$ cat config.mk
export PLATFORM = sky130hd
export DESIGN_NAME = recir_arbiter
export DESIGN_NICKNAME = d
export VERILOG_FILES = /design/src/rtl/recir_arbiter_pkg.sv /design/src/rtl/recir_fifo.sv /design/src/rtl/recir_arbiter.sv
export SDC_FILE = /design/constraint.sdc
export NUM_CORES = 1
export LEC_CHECK = 0
export CAP_MARGIN = 30
export CORE_MARGIN = 3
export CORE_UTILIZATION = 40
export CTS_BUF_LIST = sky130_fd_sc_hd__clkbuf_4 sky130_fd_sc_hd__clkbuf_8
export DETAILED_ROUTE_END_ITERATION = 16
export MAX_ROUTING_LAYER = met4
export SYNTH_ARGS = -nofsm -noshare
export SYNTH_HDL_FRONTEND = slang
export SYNTH_SLANG_ARGS = --single-unit
$ cat constraint.sdc
create_clock -name clk -period 5.6 [get_ports clk]
set_input_delay 1.4 -clock clk [delete_from_list [all_inputs] [get_ports clk]]
set_output_delay 1.4 -clock clk [all_outputs]
set_load 0.05 [all_outputs]
$ cat src/rtl/recir_arbiter_pkg.sv
// Shared definitions for the recirculation arbiter: FSM state encoding and default data width.
package recir_arbiter_pkg;

  localparam int unsigned DW_DEFAULT = 32;

  typedef enum logic [1:0] {
    IDLE  = 2'd0,
    PASS  = 2'd1,
    RECIR = 2'd2,
    DRAIN = 2'd3
  } state_t;

endpackage

$ cat src/rtl/recir_fifo.sv
// Circular buffer for words returned on the retorno path; sticky overflow on a dropped push.
module recir_fifo
  import recir_arbiter_pkg::*;
#(
  parameter int unsigned DW    = DW_DEFAULT,
  parameter int unsigned DEPTH = 4
) (
  input  logic          clk,
  input  logic          reset_L,
  input  logic          push,
  input  logic          pop,
  input  logic [DW-1:0] din,
  output logic [DW-1:0] dout,
  output logic          empty,
  output logic          full,
  output logic          empty_next,
  output logic          overflow
);

  localparam int unsigned AW = $clog2(DEPTH);
  localparam int unsigned CW = $clog2(DEPTH + 1);

  logic [DW-1:0] mem [DEPTH];
  logic [AW-1:0] wr_ptr;
  logic [AW-1:0] rd_ptr;
  logic [CW-1:0] count;
  logic [CW-1:0] count_next;
  logic          do_push;
  logic          do_pop;

  // A pop frees the head slot first, so a push is still taken when full.
  always_comb begin
    do_pop  = pop & ~empty;
    do_push = push & (~full | do_pop);
    count_next = count;
    case ({do_push, do_pop})
      2'b10:   count_next = count + CW'(1);
      2'b01:   count_next = count - CW'(1);
      default: count_next = count;
    endcase
  end

  assign empty      = (count == '0);
  assign full       = (count == CW'(DEPTH));
  assign empty_next = (count_next == '0);
  assign dout       = mem[rd_ptr];

  always_ff @(posedge clk or negedge reset_L) begin
    if (!reset_L) begin
      wr_ptr   <= '0;
      rd_ptr   <= '0;
      count    <= '0;
      overflow <= 1'b0;
    end else begin
      if (do_push) wr_ptr <= wr_ptr + AW'(1);
      if (do_pop)  rd_ptr <= rd_ptr + AW'(1);
      count <= count_next;
      if (push & ~do_push) overflow <= 1'b1;
    end
  end

  always_ff @(posedge clk) begin
    if (do_push) mem[wr_ptr] <= din;
  end

endmodule

$ cat src/rtl/recir_arbiter.sv
// Merges new data and buffered retorno words into one registered output; drops 'active'
// under backpressure so upstream recirculates, then drains the buffer with priority.
module recir_arbiter
  import recir_arbiter_pkg::*;
#(
  parameter int unsigned DW    = DW_DEFAULT,
  parameter int unsigned DEPTH = 4
) (
  input  logic          clk,
  input  logic          reset_L,
  input  logic          enable,
  input  logic [DW-1:0] data_in,
  input  logic          valid_in,
  output logic          in_ready,
  input  logic [DW-1:0] data_retorno,
  input  logic          valid_retorno,
  output logic [DW-1:0] data_out,
  output logic          valid_out,
  input  logic          out_ready,
  output logic          active,
  output logic          fifo_empty,
  output logic          fifo_full,
  output logic          overflow
);

  state_t        state;
  state_t        next_state;
  logic          load_en;
  logic          pop;
  logic          take_in;
  logic          empty_next;
  logic [DW-1:0] fifo_dout;

  recir_fifo #(
    .DW    (DW),
    .DEPTH (DEPTH)
  ) u_fifo (
    .clk        (clk),
    .reset_L    (reset_L),
    .push       (valid_retorno),
    .pop        (pop),
    .din        (data_retorno),
    .dout       (fifo_dout),
    .empty      (fifo_empty),
    .full       (fifo_full),
    .empty_next (empty_next),
    .overflow   (overflow)
  );

  always_comb begin
    load_en    = ~valid_out | out_ready;
    pop        = load_en & ((state == PASS) | (state == DRAIN)) & ~fifo_empty;
    in_ready   = (state == PASS) & load_en & fifo_empty;
    take_in    = valid_in & in_ready;
    next_state = state;
    case (state)
      IDLE:  if (enable) next_state = PASS;
      PASS: begin
        if (valid_out & ~out_ready)  next_state = RECIR;
        else if (~enable & load_en)  next_state = IDLE;
      end
      RECIR: if (out_ready) next_state = DRAIN;
      DRAIN: begin
        if (valid_out & ~out_ready) next_state = RECIR;
        else if (empty_next)        next_state = PASS;
      end
      default: next_state = IDLE;
    endcase
  end

  // When the output slot frees and nothing qualifies to load, valid_out drops;
  // this also covers RECIR/IDLE, where the held word leaves without a successor.
  always_ff @(posedge clk or negedge reset_L) begin
    if (!reset_L) begin
      state     <= IDLE;
      active    <= 1'b0;
      data_out  <= '0;
      valid_out <= 1'b0;
    end else begin
      state  <= next_state;
      active <= (next_state == PASS);
      if (load_en) begin
        if (pop) begin
          data_out  <= fifo_dout;
          valid_out <= 1'b1;
        end else if (take_in) begin
          data_out  <= data_in;
          valid_out <= 1'b1;
        end else begin
          valid_out <= 1'b0;
        end
      end
    end
  end

endmodule
==> results of run 1 <==
==> state kept, by name, indices dropped and copies added (netlist names), 2 cells and up <==
register       count
u_fifo.mem       128
u_fifo.wr_ptr      2
data_out          32
u_fifo.rd_ptr      2
u_fifo.count       3
state              2
==> area by class of cell <==
type / count / area share
flip-flops and latches: 172 / 0.585
multi-input cells: 156 / 0.199
repair buffers: 113 / 0.133
clock buffers: 21 / 0.0327
well taps: 220 / 0.0325
clock inverters: 11 / 0.0138
inverters: 8 / 0.00355
==> path summary, 6_finish.rpt <==
| check | startpoint | depth (start not counted) | slack [ns] | to |
|---|---|---|---|---|
| setup / recovery | out_ready | 6 | 1.64 | in_ready |
| hold / removal | u_fifo.overflow | 1 | 0.48 | u_fifo.overflow |
| setup reg to reg | u_fifo.count[2] | 6 | 2.64 | data_out[30] |
| hold reg to reg | u_fifo.overflow | 1 | 0.48 | u_fifo.overflow |
| max in group asynchronous | reset_L | 2 | 4.08 | u_fifo.rd_ptr[0] |
| min in group asynchronous | reset_L | 2 | 1.06 | data_out[14] |
==> synthesized netlist by cell type, types with 2 or more instances <==
cell / n / area (um^2)
edfxtp_1: 128 / 3840
dfrtp_1: 44 / 1100
o22ai_1: 33 / 206
a2bb2oi_1: 32 / 280
mux4_2: 28 / 631
buf_2: 13 / 65.1
inv_1: 7 / 26.3
nand2_1: 7 / 26.3
nor2_1: 5 / 18.8
and2_1: 4 / 25.0
buf_4: 4 / 30.0
buf_6: 4 / 45.0
clkbuf_1: 4 / 15.0
ha_1: 4 / 50.1
mux4_1: 4 / 105
nor2b_1: 3 / 18.8
xnor2_1: 3 / 26.3
a21oi_1: 2 / 10.0
a221o_1: 2 / 20.0
nand2b_1: 2 / 12.5
nand4b_1: 2 / 17.5
nor3_2: 2 / 20.0
nor4_1: 2 / 12.5
o21ai_0: 2 / 10.0
==> layer usage <==
layer	wire, um	share of wire	global-route usage
met2	7010	0.50	0.259
met1	6270	0.45	0.217
met5	0	0	-
met3	557	0.040	0.0366
met4	85	0.0061	0.0437
==> power breakdown <==
part / internal, uW / switching [uW]
sequential: 1750 / 208
clock: 427 / 421
combinational: 882 / 1190
==> critical path, stage by stage <==
cell and delay (ns):
clkdlybuf4s50_1 0.49, and2b_4 0.22, nor2_4 0.08, nand2_1 0.05, nor2_1 0.10, buf_4 0.20
==> logic make-up (layout without fill, tap and decap cells) <==
kind of cell,count (synthesis),count (layout)
adders and majority gates,5,5
AOI/OAI and AO/OA,81,81
and+or+nand+nor,32,32
DFF,172,172
buffers and inverters,33,153
xor gates and xnor gates,4,4
muxes,34,34
==> through the flow <==
| stage | setup slack, ns | power, uW | hold WS, ns | utilization | instances |
|---|---|---|---|---|---|
| finish | 1.64 | 4870 | 0.480 | 0.508 | 701 |
| global route | 1.57 | 5150 | 0.501 | 0.508 | 701 |
| CTS | 1.64 | 4920 | 0.487 | 0.507 | 700 |
| detailed placement | 1.64 | 4060 | 0.468 | 0.483 | 668 |
| global placement | 1.65 | 4020 | 0.464 | 0.483 | 668 |
| floorplan | 1.73 | 3450 | 0.534 | - | 361 |
==> results.cfg, run 1 <==
[die]
initial_core_util = 0.409
coreArea_um2 = 16600
die_h_um = 136
die_w_um = 136
die_area_um2 = 18600
ios = 108
rows = 47

[yosys]
async_reset_ff_frac = 0.256
syn_area_um2 = 6800
ys_warn_count = 0
avgSynthCellArea_um2 = 18.8
synth-simple-area-share = 0.0281
synthAdderAreaFrac = 0.0103
synthXorXnorAreaFrac = 0.00515
synth.distinct_cells = 44
synth_compound_area_frac = 0.0912
ys_ff_latch = 172
synthesis.nets = 436
synthMuxAreaShare = 0.111
synth_edf_count = 128
ys_seq_area_frac = 0.727
syn_inst = 361
synth_top_family_by_area = multiplexers
synthFlopType = edfxtp_1

[cells_and_area]
multi_input_area_um2 = 1690
regArea_um2 = 4950
fin_nets = 543
fillCellCount = 1366
drive_gt1_frac = 0.175
syn2layout_area_growth_pct = 24.3
finalInstanceArea_um2 = 8460
final_common_cell = edfxtp_1
layout_common_cells = edfxtp_1, clkdlybuf4s50_1, dfrtp_1
antenna_cells = 0

[global_route]
grt_max_degree = 45
grt_antenna_before_repair = 0
gr-total-overflow = 0
grt_pass1_wl_um = 22000
grt_pass1_vias = 4002
grt_use_total = 0.164

[run]
drv_cap = 0

[clock_network]
post_cts_buffers = 0
ctsHoldBuffers = 0
cts_tree = yes
clock_path_buffers = 2
clock_latency_ns = 0.44
h-tree-depth = 4
numClockSinks = 172
ctsResizeCount = 0
ctsRootBufferMaster = clkbuf_8
cts_buffers = 17
clkTransAtPathRegs_ns = 0.08

[drt]
vias = 3692
drt-initial-drc-count = 251
routed_wl_um = 13900
wl_per_cell_um = 19.8
drtAntennaViolNets = 0
drc = 0
dr.pass1.iters = 7
drt-vias-per-instance = 5.27

[sta]
post-route-period-util = 0.707
relSlewSlack = 0.350
setup_tns_ns = 0
final-setup-viol-count = 0
slew_viol_final = 0
clock.fmax_mhz = 253
finClkSkew_ns = 0.0135
tightestPinTransition_ns = 0.972
period_needed_ns = 3.96
rsz0062_at_grt = false
hold_violations = 0

[worst_setup_path]
required_ns = 4.20
startpoint_type = primary input
crit_fanout = 6
cp-end-kind = output pin
worst-setup-path-type = in -> out
worstPathArrival_ns = 2.56

[power]
p_leak_uw = 0.00289
powerDensity_nw_per_um2 = 576
irDropWorstVdd_v = 0.000301

[placement]
numPortBuffers = 107
place_area_um2 = 8040
dpl.hpwl_um = 8550
gp_congestion = 0.754

[min_path]
hp-class = reg -> reg

[outcome]
status = finished, final reports clean
No activity file was read; power rests on OpenSTA's default activity.
==> inputs of run 2 (changes only) <==
==> constraint.sdc (replaced) <==
create_clock -name clk -period 3.7 [get_ports clk]
set_input_delay 0.925 -clock clk [delete_from_list [all_inputs] [get_ports clk]]
set_output_delay 0.925 -clock clk [all_outputs]
set_load 0.05 [all_outputs]
==> run 2 against run 1 <==
Sequential cell count stayed put. Register-to-register slack lost 1.7 ns. Sequential share of layout area fell by 0.99 points. Critical path type is now reg -> out. Largest cell class unchanged.
==> results.cfg, run 2 (synthesis gave the netlist of run 1 again) <==
[min_path]
hp-class = in -> async

[sta]
setup_tns_ns = 0
rsz0062_at_grt = false
tightestPinTransition_ns = 0.859
post-route-period-util = 0.870
hold_slack_ns = 0.407
relSlewSlack = 0.425
hold_violations = 0
clock.fmax_mhz = 311
final-setup-viol-count = 0
slew_viol_final = 0
period_needed_ns = 3.22
finClkSkew_ns = 0.0106

[power]
switching_power_uw = 2790
combPwrFrac = 0.420
p_leak_uw = 0.00296
power.total_uw = 7550
powerDensity_nw_per_um2 = 877
pwr-share-seq = 0.397
irDropWorstVdd_v = 0.000445
power.internal_uw = 4760
sw_frac_of_total = 0.370
p_clk_frac = 0.183

[cells_and_area]
fin_util = 0.517
regMostFlops = u_fifo.mem
biggestRegsByFlops = u_fifo.mem: 128 flops, data_out: 32 flops, u_fifo.count: 3 flops
fillCellCount = 1403
syn2layout_area_growth_pct = 26.5
largest_reg_flops = 128
fin_nets = 554
layout_common_cells = edfxtp_1, clkdlybuf4s50_1, dfrtp_1
finalInstanceArea_um2 = 8610
drive_gt1_frac = 0.191
final_common_cell = edfxtp_1

[global_route]
grt_pass1_vias = 4114
grt_use_total = 0.168
grt_pass1_wl_um = 22500
grt_antenna_before_repair = 1
grt_max_degree = 36
gr-total-overflow = 0

[drt]
drc = 0
routed_wl_um = 14500
wl_met1_um = 6380
met3_length_um = 615
vias = 3787
dr_wl_met2_um = 7200
dr.max_layer_used = met4
drt-initial-drc-count = 197
wl_per_cell_um = 20.4
dr.pass1.iters = 4
drt-vias-per-instance = 5.31
drtAntennaViolNets = 0

[clock_network]
clock_latency_ns = 0.45
post_cts_buffers = 0
ctsHoldBuffers = 0
cts_buffers = 17
cts_tree = yes
ctsRootBufferMaster = clkbuf_8
clock_path_buffers = 2
numClockSinks = 172
clkTransAtPathRegs_ns = 0.09
h-tree-depth = 4
ctsResizeCount = 0

[die]
die_area_um2 = 18600
rows = 47
die_h_um = 136
die_w_um = 136
initial_core_util = 0.409
ios = 108
coreArea_um2 = 16600

[run]
drv_cap = 0

[worst_setup_path]
crit_fanout = 9
cp-end-kind = output pin
worstPathArrival_ns = 2.29
required_ns = 2.77
r2r_cells = 6
startpoint_type = register
worst-setup-path-type = reg -> out

[outcome]
status = finished, final reports clean

[placement]
numPortBuffers = 107
place_area_um2 = 8180
dpl.hpwl_um = 9450
gp_congestion = 0.773
[run 2: cell count changes in the layout (fill, tap and decap cells not counted), moves of 2 or more]
cell,delta
buf_4,+8
buf_12,+4
clkinv_2,-3
clkinvlp_4,+2
[run 2: final cells by class]
cell class / count / area (um^2) / area share
repair buffers: 124 / 1240 / 0.144
multi-input cells: 156 / 1690 / 0.196
clock buffers: 21 / 283 / 0.0329
diodes: 1 / 2.50 / 0.000291
clock inverters: 11 / 141 / 0.0164
inverters: 8 / 30.0 / 0.00349
well taps: 220 / 275 / 0.0320
flip-flops and latches: 172 / 4950 / 0.575
[run 2: power by group through the flow]
| stage | combinational (uW) | sequential [uW] | clock (uW) |
|---|---|---|---|
| floorplan | 1740 | 3480 | 0 |
| global placement | 3070 | 3070 | 0 |
| detailed placement | 3210 | 3050 | 0 |
| CTS | 3210 | 3010 | 1420 |
| global route | 3370 | 3070 | 1500 |
| finish | 3170 | 2990 | 1380 |
[run 2: critical path: stages (launching register included)]
cell and delay (ns):
dfrtp_1 0.51, nor2_1 0.35, nand2_1 0.10, inv_1 0.09, clkdlybuf4s50_1 0.80
[run 2: per-layer routing]
layer,vias up,track usage
met2,101,0.265
li1,1713,-
met1,1950,0.213
met4,0,0.0644
met5,-,-
met3,23,0.0418
[run 2: worst paths after layout]
path,slack [ns],end,start
max in group asynchronous,2.77,data_out[5],reset_L
setup / recovery,0.48,fifo_full,u_fifo.count[0]
min in group clk,0.48,u_fifo.overflow,u_fifo.overflow
hold / removal,0.41,data_out[14],reset_L
setup reg to reg,0.95,data_out[12],u_fifo.count[2]
hold reg to reg,0.48,u_fifo.overflow,u_fifo.overflow
[run 2: through the flow]
step                setup slack [ns]  instances
global route                   0.335        713
floorplan                      0.783        361
finish                         0.480        713
detailed placement             0.353        680
global placement               0.442        678
CTS                            0.469        712
